<file path="config.mk">
export PLATFORM = sky130hd
export DESIGN_NAME = sync_fifo_param
export DESIGN_NICKNAME = d
export VERILOG_FILES = /design/src/rtl/sync_fifo_param.sv
export SDC_FILE = /design/constraint.sdc
export NUM_CORES = 1
export LEC_CHECK = 0
export ABC_AREA = 1
export BUFFER_PORTS_ARGS = -buffer_cell sky130_fd_sc_hd__buf_2
export CAP_MARGIN = 20
export CELL_PAD_IN_SITES_DETAIL_PLACEMENT = 1
export CELL_PAD_IN_SITES_GLOBAL_PLACEMENT = 1
export CORE_UTILIZATION = 46
export DETAILED_ROUTE_END_ITERATION = 10
export GPL_ROUTABILITY_DRIVEN = 0
export MAX_ROUTING_LAYER = met4
export PLACE_DENSITY_LB_ADDON = 0.1
export SLEW_MARGIN = 10
export SYNTH_ARGS = -nofsm -noshare
export SYNTH_HDL_FRONTEND = slang
export SYNTH_SLANG_ARGS = --single-unit
</file>
<file path="constraint.sdc">
create_clock -name clk -period 2.3 [get_ports clk]
set_input_delay 0.575 -clock clk [delete_from_list [all_inputs] [get_ports clk]]
set_output_delay 0.575 -clock clk [all_outputs]
set_load 0.03 [all_outputs]
</file>
<file path="src/rtl/sync_fifo_param.sv">
// Parametrised single-clock FIFO with fill count, threshold flags, sticky error
// flags, synchronous flush, write pass-through when full and optional FWFT reads.
module sync_fifo_param #(
  parameter int WIDTH = 8,
  parameter int DEPTH = 8,
  parameter int GAP   = 2,
  parameter int FWFT  = 0,
  localparam int AW   = $clog2(DEPTH) + 1
) (
  input  logic             clk,
  input  logic             rst,
  input  logic             clr,
  input  logic             wr_en,
  input  logic [WIDTH-1:0] wr_data,
  input  logic             rd_en,
  output logic [WIDTH-1:0] rd_data,
  output logic             rd_valid,
  output logic [AW-1:0]    count,
  output logic             full,
  output logic             empty,
  output logic             almost_full,
  output logic             almost_empty,
  output logic             half,
  output logic             overflow,
  output logic             underflow
);

  localparam logic [AW-1:0] DEPTH_LVL = AW'(DEPTH);
  localparam logic [AW-1:0] AF_LVL    = AW'(DEPTH - GAP);
  localparam logic [AW-1:0] AE_LVL    = AW'(GAP);
  localparam logic [AW-1:0] HALF_LVL  = AW'(DEPTH / 2);

  logic [WIDTH-1:0] mem_q [DEPTH];

  logic [AW-1:0]    wr_ptr_q, wr_ptr_d;
  logic [AW-1:0]    rd_ptr_q, rd_ptr_d;
  logic [AW-1:0]    count_q, count_d;
  logic             ovf_q, ovf_d;
  logic             unf_q, unf_d;
  logic [WIDTH-1:0] rd_data_q, rd_data_d;
  logic             rd_valid_q, rd_valid_d;

  logic             empty_s, full_s;
  logic             rd_acc_s, wr_acc_s;
  logic [WIDTH-1:0] head_s;

  assign empty_s  = (count_q == {AW{1'b0}});
  assign full_s   = (count_q == DEPTH_LVL);
  assign rd_acc_s = rd_en && !empty_s;
  // A full FIFO still takes a write when the same cycle frees a slot.
  assign wr_acc_s = wr_en && (!full_s || rd_acc_s);
  assign head_s   = mem_q[rd_ptr_q[AW-2:0]];

  // Next-state computation for pointers, count, error flags and read register
  always_comb begin
    wr_ptr_d   = wr_ptr_q;
    rd_ptr_d   = rd_ptr_q;
    count_d    = count_q;
    ovf_d      = ovf_q;
    unf_d      = unf_q;
    rd_data_d  = rd_data_q;
    rd_valid_d = 1'b0;
    if (clr) begin
      wr_ptr_d = {AW{1'b0}};
      rd_ptr_d = {AW{1'b0}};
      count_d  = {AW{1'b0}};
      ovf_d    = 1'b0;
      unf_d    = 1'b0;
    end else begin
      if (wr_acc_s) begin
        wr_ptr_d = wr_ptr_q + {{(AW-1){1'b0}}, 1'b1};
      end else begin
        wr_ptr_d = wr_ptr_q;
      end
      if (rd_acc_s) begin
        rd_ptr_d   = rd_ptr_q + {{(AW-1){1'b0}}, 1'b1};
        rd_data_d  = head_s;
        rd_valid_d = 1'b1;
      end else begin
        rd_ptr_d   = rd_ptr_q;
      end
      count_d = count_q + {{(AW-1){1'b0}}, wr_acc_s} - {{(AW-1){1'b0}}, rd_acc_s};
      if (wr_en && !wr_acc_s) begin
        ovf_d = 1'b1;
      end else begin
        ovf_d = ovf_q;
      end
      if (rd_en && empty_s) begin
        unf_d = 1'b1;
      end else begin
        unf_d = unf_q;
      end
    end
  end

  // Control state registers with asynchronous active-low reset
  always_ff @(posedge clk or negedge rst) begin
    if (!rst) begin
      wr_ptr_q   <= {AW{1'b0}};
      rd_ptr_q   <= {AW{1'b0}};
      count_q    <= {AW{1'b0}};
      ovf_q      <= 1'b0;
      unf_q      <= 1'b0;
      rd_data_q  <= {WIDTH{1'b0}};
      rd_valid_q <= 1'b0;
    end else begin
      wr_ptr_q   <= wr_ptr_d;
      rd_ptr_q   <= rd_ptr_d;
      count_q    <= count_d;
      ovf_q      <= ovf_d;
      unf_q      <= unf_d;
      rd_data_q  <= rd_data_d;
      rd_valid_q <= rd_valid_d;
    end
  end

  // Storage array write port; contents survive reset and flush
  always_ff @(posedge clk) begin
    if (!clr && wr_acc_s) begin
      mem_q[wr_ptr_q[AW-2:0]] <= wr_data;
    end
  end

  assign count        = count_q;
  assign empty        = empty_s;
  assign full         = full_s;
  assign almost_full  = (count_q >= AF_LVL) && !full_s;
  assign almost_empty = (count_q <= AE_LVL) && !empty_s;
  assign half         = (count_q >= HALF_LVL);
  assign overflow     = ovf_q;
  assign underflow    = unf_q;

  // FWFT presents the head word directly; it is forced to zero while empty.
  assign rd_data  = (FWFT != 0) ? (empty_s ? {WIDTH{1'b0}} : head_s) : rd_data_q;
  assign rd_valid = (FWFT != 0) ? !empty_s : rd_valid_q;

endmodule

</file>
Word level (Yosys, flattened, before mapping)
Memories as Yosys holds them, arrays and structs flattened. A register that Yosys moved wholly into a read port is not among the register bits.
Cells that the tools add are included.
{ "classes": {"n_reduce_logical": 19, "bitwise_logic": 1, "n_mux": 13, "addsub": 4, "order_cmp": 3, "eq_ne": 1} }
{ "op_table": {"columns": ["cell", "n"], "rows": [
  ["$mux 4", 5],
  ["$add 4x1->4 const B", 2],
  ["$ge 4x3->1 const B", 2],
  ["$mux 1", 8],
  ["$reduce_bool 2->1", 4],
  ["$logic_and 1x1->1", 7],
  ["$logic_not 1->1", 5],
  ["$add 4x1->4", 1],
  ["$eq 4x4->1 const B", 1],
  ["$le 4x2->1 const B", 1],
  ["$logic_not 4->1", 1],
  ["$sub 4x1->4", 1],
  ["$reduce_and 2->1", 1],
  ["$logic_or 1x1->1", 1],
  ["$not 1->1", 1]
]} }
{ "totals": {"output_inout_bits": 20, "elab_cells": 48, "memories": 1, "input_bits": 13, "ramBits": 64, "ff_bits": 15} }
{ "mem_list": {"columns": ["name", "words", "word_bits", "rd", "rd_clocked_by_memory_dff", "wr", "line", "text"], "rows": [
  ["mem_q", 8, 8, 1, 1, 1, "33", "logic [WIDTH-1:0] mem_q [DEPTH];"]
]} }

Longest topological paths before layout
Gate-level depths: netlist of run 1.
{ "depth": {"ltp_word": 9, "depth_mapped": 13, "ltp_nobuf": 13} }

Worst setup path before layout of run 1
No wires, ideal clock.
{ "synth_timing": {"path_type": "flip-flop to flip-flop", "startpoint": "register count_q[2], in the netlist count[2]", "endpoint": "register count_q[2], in the netlist count[2]", "required_time_ps": 2177, "synth_period_minus_slack_ps": 2367, "path_stages_with_launch": 11, "setup_slack_ps": -67, "setup_ps": 123, "t_arrival_ps": 2244, "n_path_buf": 0, "cell_sequence": "dfrtp_1 inv_1 ha_1 nor3b_4 a21oi_2 nand2_1 nand2_1 ha_1 fa_1 o21ai_0 a21oi_1"} }
{ "synth_between": {"elab_cells_between_ends": 10, "cone_classes": "add/sub (2); eq/ne (1); mux (1); reduce/logical (6)"} }
{ "synth_lines": {"columns": ["item", "line", "text"], "rows": [
  ["start: declaration", "37", "logic [AW-1:0] count_q, count_d;"],
  ["start signal: assignment", "101", "count_q <= {AW{1'b0}};"],
  ["start signal: assignment", "109", "count_q <= count_d;"],
  ["$eq 4x4->1", "48", "assign full_s = (count_q == DEPTH_LVL);"],
  ["named net full", "19", "output logic full,"],
  ["$logic_not 1->1", "51", "assign wr_acc_s = wr_en && (!full_s || rd_acc_s);"],
  ["$logic_or 1x1->1", "51", null],
  ["$logic_and 1x1->1", "51", null],
  ["$add 4x1->4", "82", "count_d = count_q + {{(AW-1){1'b0}}, wr_acc_s} - {{(AW-1){1'b0}}, rd_acc_s};"],
  ["$sub 4x1->4", "82", null],
  ["$mux 4", "63", "if (clr) begin"],
  ["named net count_d[2]", "37", null]
]} }
The timed path passes the listed nets, and every way through them passes these cells.
A chain may end at the register's enable or synchronous reset.

Worst setup path in the final report of run 1
{ "layout_timing": {"startpoint": "register count_q[2], in the netlist count[2]", "endpoint": "output almost_full"} }
{ "layout_between": {"elab_chain_cells": 3, "elab_cells_between_ends": 4, "cone_classes": "order compare (1); eq/ne (1); reduce/logical (2)"} }
{ "layout_lines": {"columns": ["item", "line", "text"], "rows": [
  ["parallel branches: the longest is 2 deep, another holds $ge 4x3->1", null, null],
  ["$logic_and 1x1->1 (*)", "127", "assign almost_full = (count_q >= AF_LVL) && !full_s;"],
  ["end: declaration", "21", "output logic almost_full,"]
]} }
Every way passes the cells marked *.

==> results.toml, run 1 <==
[clock_network]
path_clk_slew_ns = 0.09
htree_levels = 3
clockBufferDepth = 2
cts_hold_buf = 0
cts_tree = "yes"
clock-sinks = 85
clock_latency_ns = 0.35
numCtsBuffers = 9
cts-root-buf = "clkbuf_8"

[sta]
setup_viol = 0
clock_skew_ns = 0.00919
fin_tns_setup_ns = 0
hold_viol = 0
rsz0062_at_grt = "no"
max_slew.worst_pin.slew_ns = 0.599
relSlewSlack = 0.600
max_freq_mhz = 455
setup_ws_ns = 0.104
fin_crit_ns = 2.20
min_period_over_period = 0.955
slew_viol_final = 0

[die]
die_h_um = 93.9
die_area_sq_um = 8810
io_pins = 33
core_area_sq_um = 8180
dieWidth_um = 93.9
num_rows = 33
start_util = 0.475

[pwr]
seqPwrFrac = 0.390
netSwitchingFraction = 0.388
p_sw_mw = 1.92
internal_power_mw = 3.03
p_per_area_nw_per_um2 = 1100
p_clk_frac = 0.234
ir_drop_v = 0.000432
p_total_mw = 4.95
leakage_nw = 2.09
p_comb_frac = 0.376

[routing]
wire_per_inst_um = 16.8
drt-total-wl_mm = 9.25
vias_per_cell = 5.08
vias = 2795
drc = 0
drt_first_pass_iters = 4
ant_nets = 0
first_iter_violations = 113

[setup_path]
worst-r2r-setup-slack_ns = 0.15
worstPathRequired_ns = 1.73
r2r-end = "count[2]"
cp_data_arrival_time_ns = 1.62
rr_startpoint = "count[2]"
crit_path_end = "almost_full"
endpoint_kind = "primary output"
worst-path-max-fanout = 4
critPathKind = "register to primary output"
reg2reg_depth = 11
start_kind = "register"
cp-startpoint = "count[2]"

[synthesis]
ys_ff_latch = 85
synth_warnings = 0
syn-instance-count = 391
ys.flop_type = "edfxtp_1"
yosys-top-cells-area = "edfxtp_1 49%, dfrtp_1 14%, nand2_1 11%, nand3_1 7.6%, inv_1 6.2%"
syn_avg_cell_area_sq_um = 9.93
synth_top_area_frac = 0.495
yosysTopAreaCell = "edfxtp_1"
synth_edf_count = 64
syn_nets = 415
ys_async_sr_fraction = 0.247
synth_seq_area_share = 0.630
ys_types = 27
syn_area_sq_um = 3880

[placed_design]
dp_hpwl_mm = 6.33
portBuffers = 32
dp_slack_ns = 0.0724

[worst_hold_path]
hold_path.class = "primary input to asynchronous set/reset pin"

[layout]
area_delta_synth_final_pct = 15.5
final_nets = 464
fillers = 956
drive_gt1_frac = 0.184
layout_common_cells = "118 x nand2_1, 64 x edfxtp_1, 62 x inv_1"
final_common_cell = "nand2_1"
antenna_cells = 0

[grt]
grt_max_degree = 35
grt_pass1_vias = 2870
grt_use_total = 0.239
grt_pass1_wl_mm = 14.8
grt.overflow.total = 0
antenna_found_initial = 0

[flow_run]
maxCapViolations = 0

[run_status]
outcome = "complete, no violations"
## state kept, by name, indices dropped and copies added (netlist names)
name / count
mem_q: 64
rd_data: 8
count: 4
rd_ptr_q: 3
wr_ptr_q: 3
overflow: 1
rd_valid: 1
underflow: 1
## routing by layer
metal,track usage,vias to the layer above,wire [um],part of all wire
li1,-,1346,-,-
met1,0.310,1380,4290,0.46
met2,0.388,59,4580,0.49
met3,0.0437,10,286,0.031
met4,0.0628,0,100,0.011
met5,-,-,0,0
## power groups by stage
stage | logic [mW] | registers, mW | clock network (mW)
5_1_grt | 2.08 | 1.95 | 1.25
3_3_place_gp | 1.70 | 1.96 | 0
4_1_cts | 1.82 | 1.94 | 1.19
2_1_floorplan | 1.06 | 2.17 | 0
3_5_place_dp | 1.76 | 1.97 | 0
6_report | 1.86 | 1.93 | 1.16
## cell usage after synthesis (all sizes together) (2+ instances only)
master,n
inv,67
dfrtp,21
nand4,3
buf,13
ha,10
a21oi,7
o21ai,4
xor2,2
edfxtp,64
nand3,60
nor2,14
nand2,120
## cell families after synthesis
| kind of cell | Yosys count | synth area share |
|---|---|---|
| AOI/OAI and AO/OA | 11 | 0.0151 |
| DFF | 85 | 0.630 |
| buffers and inverters | 82 | 0.0857 |
| and+or+nand+nor | 200 | 0.227 |
| xor gates and xnor gates | 2 | 0.00451 |
| adders and majority gates | 11 | 0.0374 |
## cell type report
| cell class | count | area [sq um] | area share |
|---|---|---|---|
| sequential | 85 | 2450 | 0.546 |
| inverter | 68 | 255 | 0.0569 |
| tap | 105 | 131 | 0.0293 |
| multi-input combinational | 224 | 1100 | 0.246 |
| clock inverter | 7 | 97.6 | 0.0218 |
| clock buffer | 9 | 124 | 0.0276 |
| timing repair buffer | 52 | 325 | 0.0725 |
## repair_timing
item | CTS | global route
gates resized for setup | 1 | 2
pin swaps | 0 | 2
setup endpoints to repair | 1 | 3
buffers inserted | 2 | 4
cloned | 0 | 0
## stage by stage
stage                     utilization  hold WS [ns]  cell area [sq um]  instances
after global routing            0.549         0.199               4490        550
after CTS                       0.545         0.177               4460        546
after global placement          0.514         0.458               4200        528
final                           0.549         0.174               4490        550
after detailed placement        0.514         0.471               4200        528
after floorplan                     -         0.279               3880        391
## worst max-delay path: stages, from the launching register on
cell and delay (ns):
dfrtp_2 0.37, inv_2 0.06, ha_1 0.20, nor3b_4 0.16, or2_2 0.28, inv_1 0.05
buf_4 0.15
## how the worst min path moves through the flow
stage,start,end,slack [ns],cells after the start
after CTS,rst,rd_data[5],0.18,1
final,rst,rd_data[5],0.17,1
after global placement,rd_data[7],rd_data[7],0.46,2
after global routing,rst,rd_data[5],0.20,1
after floorplan,rst,count[0],0.28,0
after detailed placement,rd_data[7],rd_data[7],0.47,2
(Power assumes the default switching activity.)
==> run 2: changes to the inputs <==
--- a/config.mk
+++ b/config.mk
@@ -10,6 +10,8 @@
 export CAP_MARGIN = 20
 export CELL_PAD_IN_SITES_DETAIL_PLACEMENT = 1
 export CELL_PAD_IN_SITES_GLOBAL_PLACEMENT = 1
+export CORE_ASPECT_RATIO = 0.6
+export CORE_MARGIN = 2
 export CORE_UTILIZATION = 46
 export DETAILED_ROUTE_END_ITERATION = 10
 export GPL_ROUTABILITY_DRIVEN = 0
==> results.toml, run 2 (synthesis gave the netlist of run 1 again) <==
[run_status]
outcome = "complete, no violations"

[routing]
vias = 2827
wire_per_inst_um = 18.1
vias_per_cell = 5.14
ant_nets = 0
drt-total-wl_mm = 9.95
first_iter_violations = 153
drt_first_pass_iters = 4
drc = 0

[grt]
grt_pass1_vias = 2869
grt_pass1_wl_mm = 15.6
grt.overflow.total = 0
grt_max_degree = 35
antenna_found_initial = 0
grt_use_total = 0.246

[placed_design]
portBuffers = 32
dpl.cell_count = 530
dp_slack_ns = 0.0310
dp_hpwl_mm = 6.55

[layout]
drive_gt1_frac = 0.181
multi_input_area_sq_um = 1110
fillers = 913
antenna_cells = 0
instances_no_fill = 550
final_common_cell = "nand2_1"
layout_common_cells = "117 x nand2_1, 64 x edfxtp_1, 62 x inv_1"
final_nets = 461
largest_register_ff_count = 64
area_delta_synth_final_pct = 18.2
seq_area_sq_um = 2450

[sta]
hold_viol = 0
setup_ws_ns = 0.0796
max_freq_mhz = 450
setup_viol = 0
fin_crit_ns = 2.22
max_slew.worst_pin.slew_ns = 0.629
relSlewSlack = 0.580
slew_viol_final = 0
clock_skew_ns = 0.00340
min_period_over_period = 0.965

[clock_network]
cts_tree = "yes"
path_clk_slew_ns = 0.06
cts-root-buf = "clkbuf_16"
clock_latency_ns = 0.34
numCtsBuffers = 9
cts_hold_buf = 0
clock-sinks = 85
htree_levels = 3
clockBufferDepth = 2

[die]
die_h_um = 75.2
dieWidth_um = 123
core_area_sq_um = 8040
num_rows = 25
start_util = 0.483
io_pins = 33
die_area_sq_um = 9220

[setup_path]
cp_data_arrival_time_ns = 1.65
worstPathRequired_ns = 1.73
critPathKind = "register to primary output"
start_kind = "register"
endpoint_kind = "primary output"
worst-path-max-fanout = 4

[worst_hold_path]
hold_path.class = "primary input to asynchronous set/reset pin"

[flow_run]
maxCapViolations = 0

[pwr]
p_per_area_nw_per_um2 = 1190
ir_drop_v = 0.000453
leakage_nw = 2.14
==> run 2: path summary, 6_finish.rpt <==
kind                       startpoint           to  slack (ns)  cells after the start
max in group asynchronous         rst     count[2]        1.74                      1
min in group clk           rd_data[6]   rd_data[6]        0.49                      2
hold reg to reg            rd_data[6]   rd_data[6]        0.49                      2
hold / removal                    rst  wr_ptr_q[0]        0.19                      1
setup reg to reg             count[3]     count[2]        0.16                     11
setup / recovery             count[2]  almost_full        0.08                      6
==> run 2: metrics by stage <==
stage	total power [mW]	TNS [ns]	instance area [sq um]	util	hold slack, ns
global route	5.76	-0.00433	4590	0.571	0.229
finish	5.46	0	4590	0.571	0.192
global placement	3.69	0	4200	0.522	0.462
floorplan	3.23	0	3880	-	0.279
detailed placement	3.76	0	4200	0.522	0.476
CTS	5.45	0	4560	0.567	0.199
==> run 2: cell type report <==
cell class | count | area share
clock buffers | 13 | 0.0613
repair buffers | 49 | 0.0632
multi-input cells | 224 | 0.242
inverters | 68 | 0.0562
well taps | 108 | 0.0294
flip-flops and latches | 85 | 0.534
clock inverters | 3 | 0.0142
==> run 2: what timing repair did <==
item,in CTS,in global routing
gates resized for setup,1,6
pin swaps,0,2
setup endpoints to repair,1,3
setup buffers,1,3
==> run 2: per-layer routing <==
layer,part of all wire,up-vias,track usage
li1,-,1348,-
met1,0.45,1399,0.313
met5,0,-,-
met4,0.020,0,0.0932
met2,0.48,66,0.390
met3,0.048,14,0.0583
==> run 2: where the power goes <==
group	switching [mW]	total [mW]	internal, mW	leakage (nW)
Clock	0.571	1.65	1.07	0.171
Sequential	0.144	1.96	1.82	0.850
Combinational	1.28	1.85	0.575	1.12
==> run 2: critical path, stage by stage (launching register included) <==
cell,delay (ns)
dfrtp_2,0.45
inv_4,0.08
ha_1,0.14
nor3b_4,0.28
or2_4,0.18
inv_1,0.03
buf_4,0.15
==> run 3: changes to the inputs <==
--- a/config.mk
+++ b/config.mk
@@ -5,14 +5,13 @@
 export SDC_FILE = /design/constraint.sdc
 export NUM_CORES = 1
 export LEC_CHECK = 0
-export ABC_AREA = 1
 export BUFFER_PORTS_ARGS = -buffer_cell sky130_fd_sc_hd__buf_2
 export CAP_MARGIN = 20
 export CELL_PAD_IN_SITES_DETAIL_PLACEMENT = 1
 export CELL_PAD_IN_SITES_GLOBAL_PLACEMENT = 1
 export CORE_ASPECT_RATIO = 0.6
 export CORE_MARGIN = 2
-export CORE_UTILIZATION = 46
+export CORE_UTILIZATION = 49
 export DETAILED_ROUTE_END_ITERATION = 10
 export GPL_ROUTABILITY_DRIVEN = 0
 export MAX_ROUTING_LAYER = met4
==> results.toml, run 3 <==
[synthesis]
syn_nets = 254
synth_edf_count = 64
ys_async_sr_fraction = 0.247
syn_avg_cell_area_sq_um = 15.7
yosys.area_share.simple = 0.0609
synth_warnings = 0
ys_types = 39
ys_ff_latch = 85
syn-instance-count = 230
synthMuxAreaShare = 0.122
synth_top_area_frac = 0.531
ys.flop_type = "edfxtp_1"
synth_top_family_by_area = "multiplexers"
synth_xor_area_frac = 0.00969
yosysTopAreaCell = "edfxtp_1"
syn_area_sq_um = 3620
yosys-top-cells-area = "edfxtp_1 53%, dfrtp_1 15%, mux2i_1 8.9%, ha_1 3.5%, mux2_4 3.3%"
synth_fa_ha_area_frac = 0.0401
synthTopCellsByCount = "64 x edfxtp_1, 32 x mux2i_1, 21 x dfrtp_1"
synth_compound_area_frac = 0.0654
synth_seq_area_share = 0.677
synth.most_common_cell = "edfxtp_1"

[routing]
wire_per_inst_um = 21.3
vias = 2155
drc = 0
drt_first_pass_iters = 4
ant_nets = 0
vias_per_cell = 5.55
drt-total-wl_mm = 8.26
first_iter_violations = 200

[setup_path]
crit_buf_inv = 4
worst-r2r-setup-slack_ns = 0
worstPathRequired_ns = 1.73
crit_chain = "inv_4, ha_4, or3b_4, buf_6, inv_4, nor2_1, buf_4"
cp_data_arrival_time_ns = 1.74
start_kind = "register"
crit_top_cell = "inv_4"
endpoint_kind = "primary output"
cp-startpoint = "count[2]"
cp_top_family = "buffers and inverters"
cp_slowest_cell = "dfrtp_2"
worst-path-max-fanout = 4
critPathKind = "register to primary output"
rr_startpoint = "count[3]"
crit_path_max_incr_delay_ns = 0.42
r2r-end = "count[2]"
reg2reg_depth = 10

[grt]
grt_use_total = 0.227
grt_max_degree = 22
grt_pass1_vias = 2195
grt_pass1_wl_mm = 12.8
antenna_found_initial = 0
grt.overflow.total = 0

[layout]
drive_gt1_frac = 0.357
antenna_cells = 0
final_common_cell = "edfxtp_1"
layout_common_cells = "64 x edfxtp_1, 32 x mux2i_1, 30 x buf_2"
largest_register_ff_count = 64
utilization = 0.611
final_nets = 316
area_delta_synth_final_pct = 21.9

[sta]
slew_viol_final = 0
setup_ws_ns = -0.0120
rsz0062_at_grt = "yes"
relSlewSlack = 0.537
hold_ws_ns = 0.221
clock_skew_ns = 0.00540
max_freq_mhz = 433
fin_crit_ns = 2.31
hold_viol = 0
max_slew.worst_pin.slew_ns = 0.691
setup_viol = 2
min_period_over_period = 1.01

[die]
die_h_um = 70.5
start_util = 0.502
num_rows = 24
dieWidth_um = 115
io_pins = 33
die_area_sq_um = 8110
core_area_sq_um = 7210

[clock_network]
clockBufferDepth = 2
cts-root-buf = "clkbuf_16"
numCtsBuffers = 9
clock_latency_ns = 0.33
clock-sinks = 85
cts_hold_buf = 0
htree_levels = 3
cts_tree = "yes"
path_clk_slew_ns = 0.06

[pwr]
ir_drop_v = 0.000532
leakage_nw = 1.70
p_per_area_nw_per_um2 = 1230
p_total_mw = 5.43

[placed_design]
dp_hpwl_mm = 5.77
portBuffers = 32

[flow_run]
maxCapViolations = 0

[run_status]
outcome = "finished with violations"
violations = "negative setup slack"

[worst_hold_path]
hold_path.class = "primary input to asynchronous set/reset pin"
## run 3: cell count changes after synthesis, sizes merged, moves of 5 or more
cell,change
a221oi,+8
a22o,+8
buf,-8
inv,-62
mux2,+8
mux2i,+32
nand2,-110
nand3,-58
nor2b,+5
## run 3: cell families after synthesis
| group | Yosys count |
|---|---|
| AOI/OAI and AO/OA | 31 |
| xor gates and xnor gates | 4 |
| adders and majority gates | 11 |
| buffers and inverters | 15 |
| DFF | 85 |
| muxes | 40 |
| and+or+nand+nor | 44 |
## run 3: worst max-delay path by stage
| stage | end | cells past startpoint |
|---|---|---|
| after CTS | almost_full | 7 |
| after detailed placement | count[2] | 10 |
| after global placement | count[2] | 10 |
| after floorplan | count[2] | 10 |
| after global routing | almost_full | 7 |
| final | almost_full | 7 |
## run 3: routing by layer
metal,part of all wire,vias to the layer above,track usage
met3,0.043,8,0.0514
met2,0.43,52,0.313
met5,0,-,-
li1,-,993,-
met1,0.52,1102,0.342
met4,0.010,0,0.0602
## run 3: cell type report
type	instances	area, sq um
repair buffers	60	387
well taps	91	114
clock buffers	11	233
clock inverters	5	27.5
inverters	6	35.0
flip-flops and latches	85	2450
fillers	702	2800
multi-input cells	130	1160
## run 3: where the power goes
group	internal, mW	leakage (nW)	switching, mW	total [mW]
Clock	0.723	0.129	0.549	1.27
Sequential	1.82	0.842	0.189	2.01
Combinational	0.988	0.731	1.15	2.14
Total	3.54	1.70	1.89	5.43
## run 3: worst register-to-register path: cells and delay by family, from the launching register on
kind,cells,cell delay [ns]
buffers and inverters,1,0.09
adder cells (fa/ha/maj),3,0.71
AND/OR/NAND/NOR,4,0.69
AO/OA/AOI/OAI,1,0.08
XOR/XNOR,1,0.18
flip-flops,1,0.44
## run 3: timing repair
item	CTS	global route
setup endpoints to repair	6	30
pin swaps	2	5
setup buffers	5	4
resized for setup	14	5
## run 3: per-stage QoR
stage,cell area [sq um],instances,setup slack [ns],TNS (ns)
floorplan,3660,230,0.000991,0
global placement,4010,363,-0.0440,-0.0440
detailed placement,4010,363,-0.0486,-0.0570
CTS,4360,384,-0.00499,-0.00499
global route,4410,388,-0.0619,-0.349
finish,4410,388,-0.0120,-0.0152
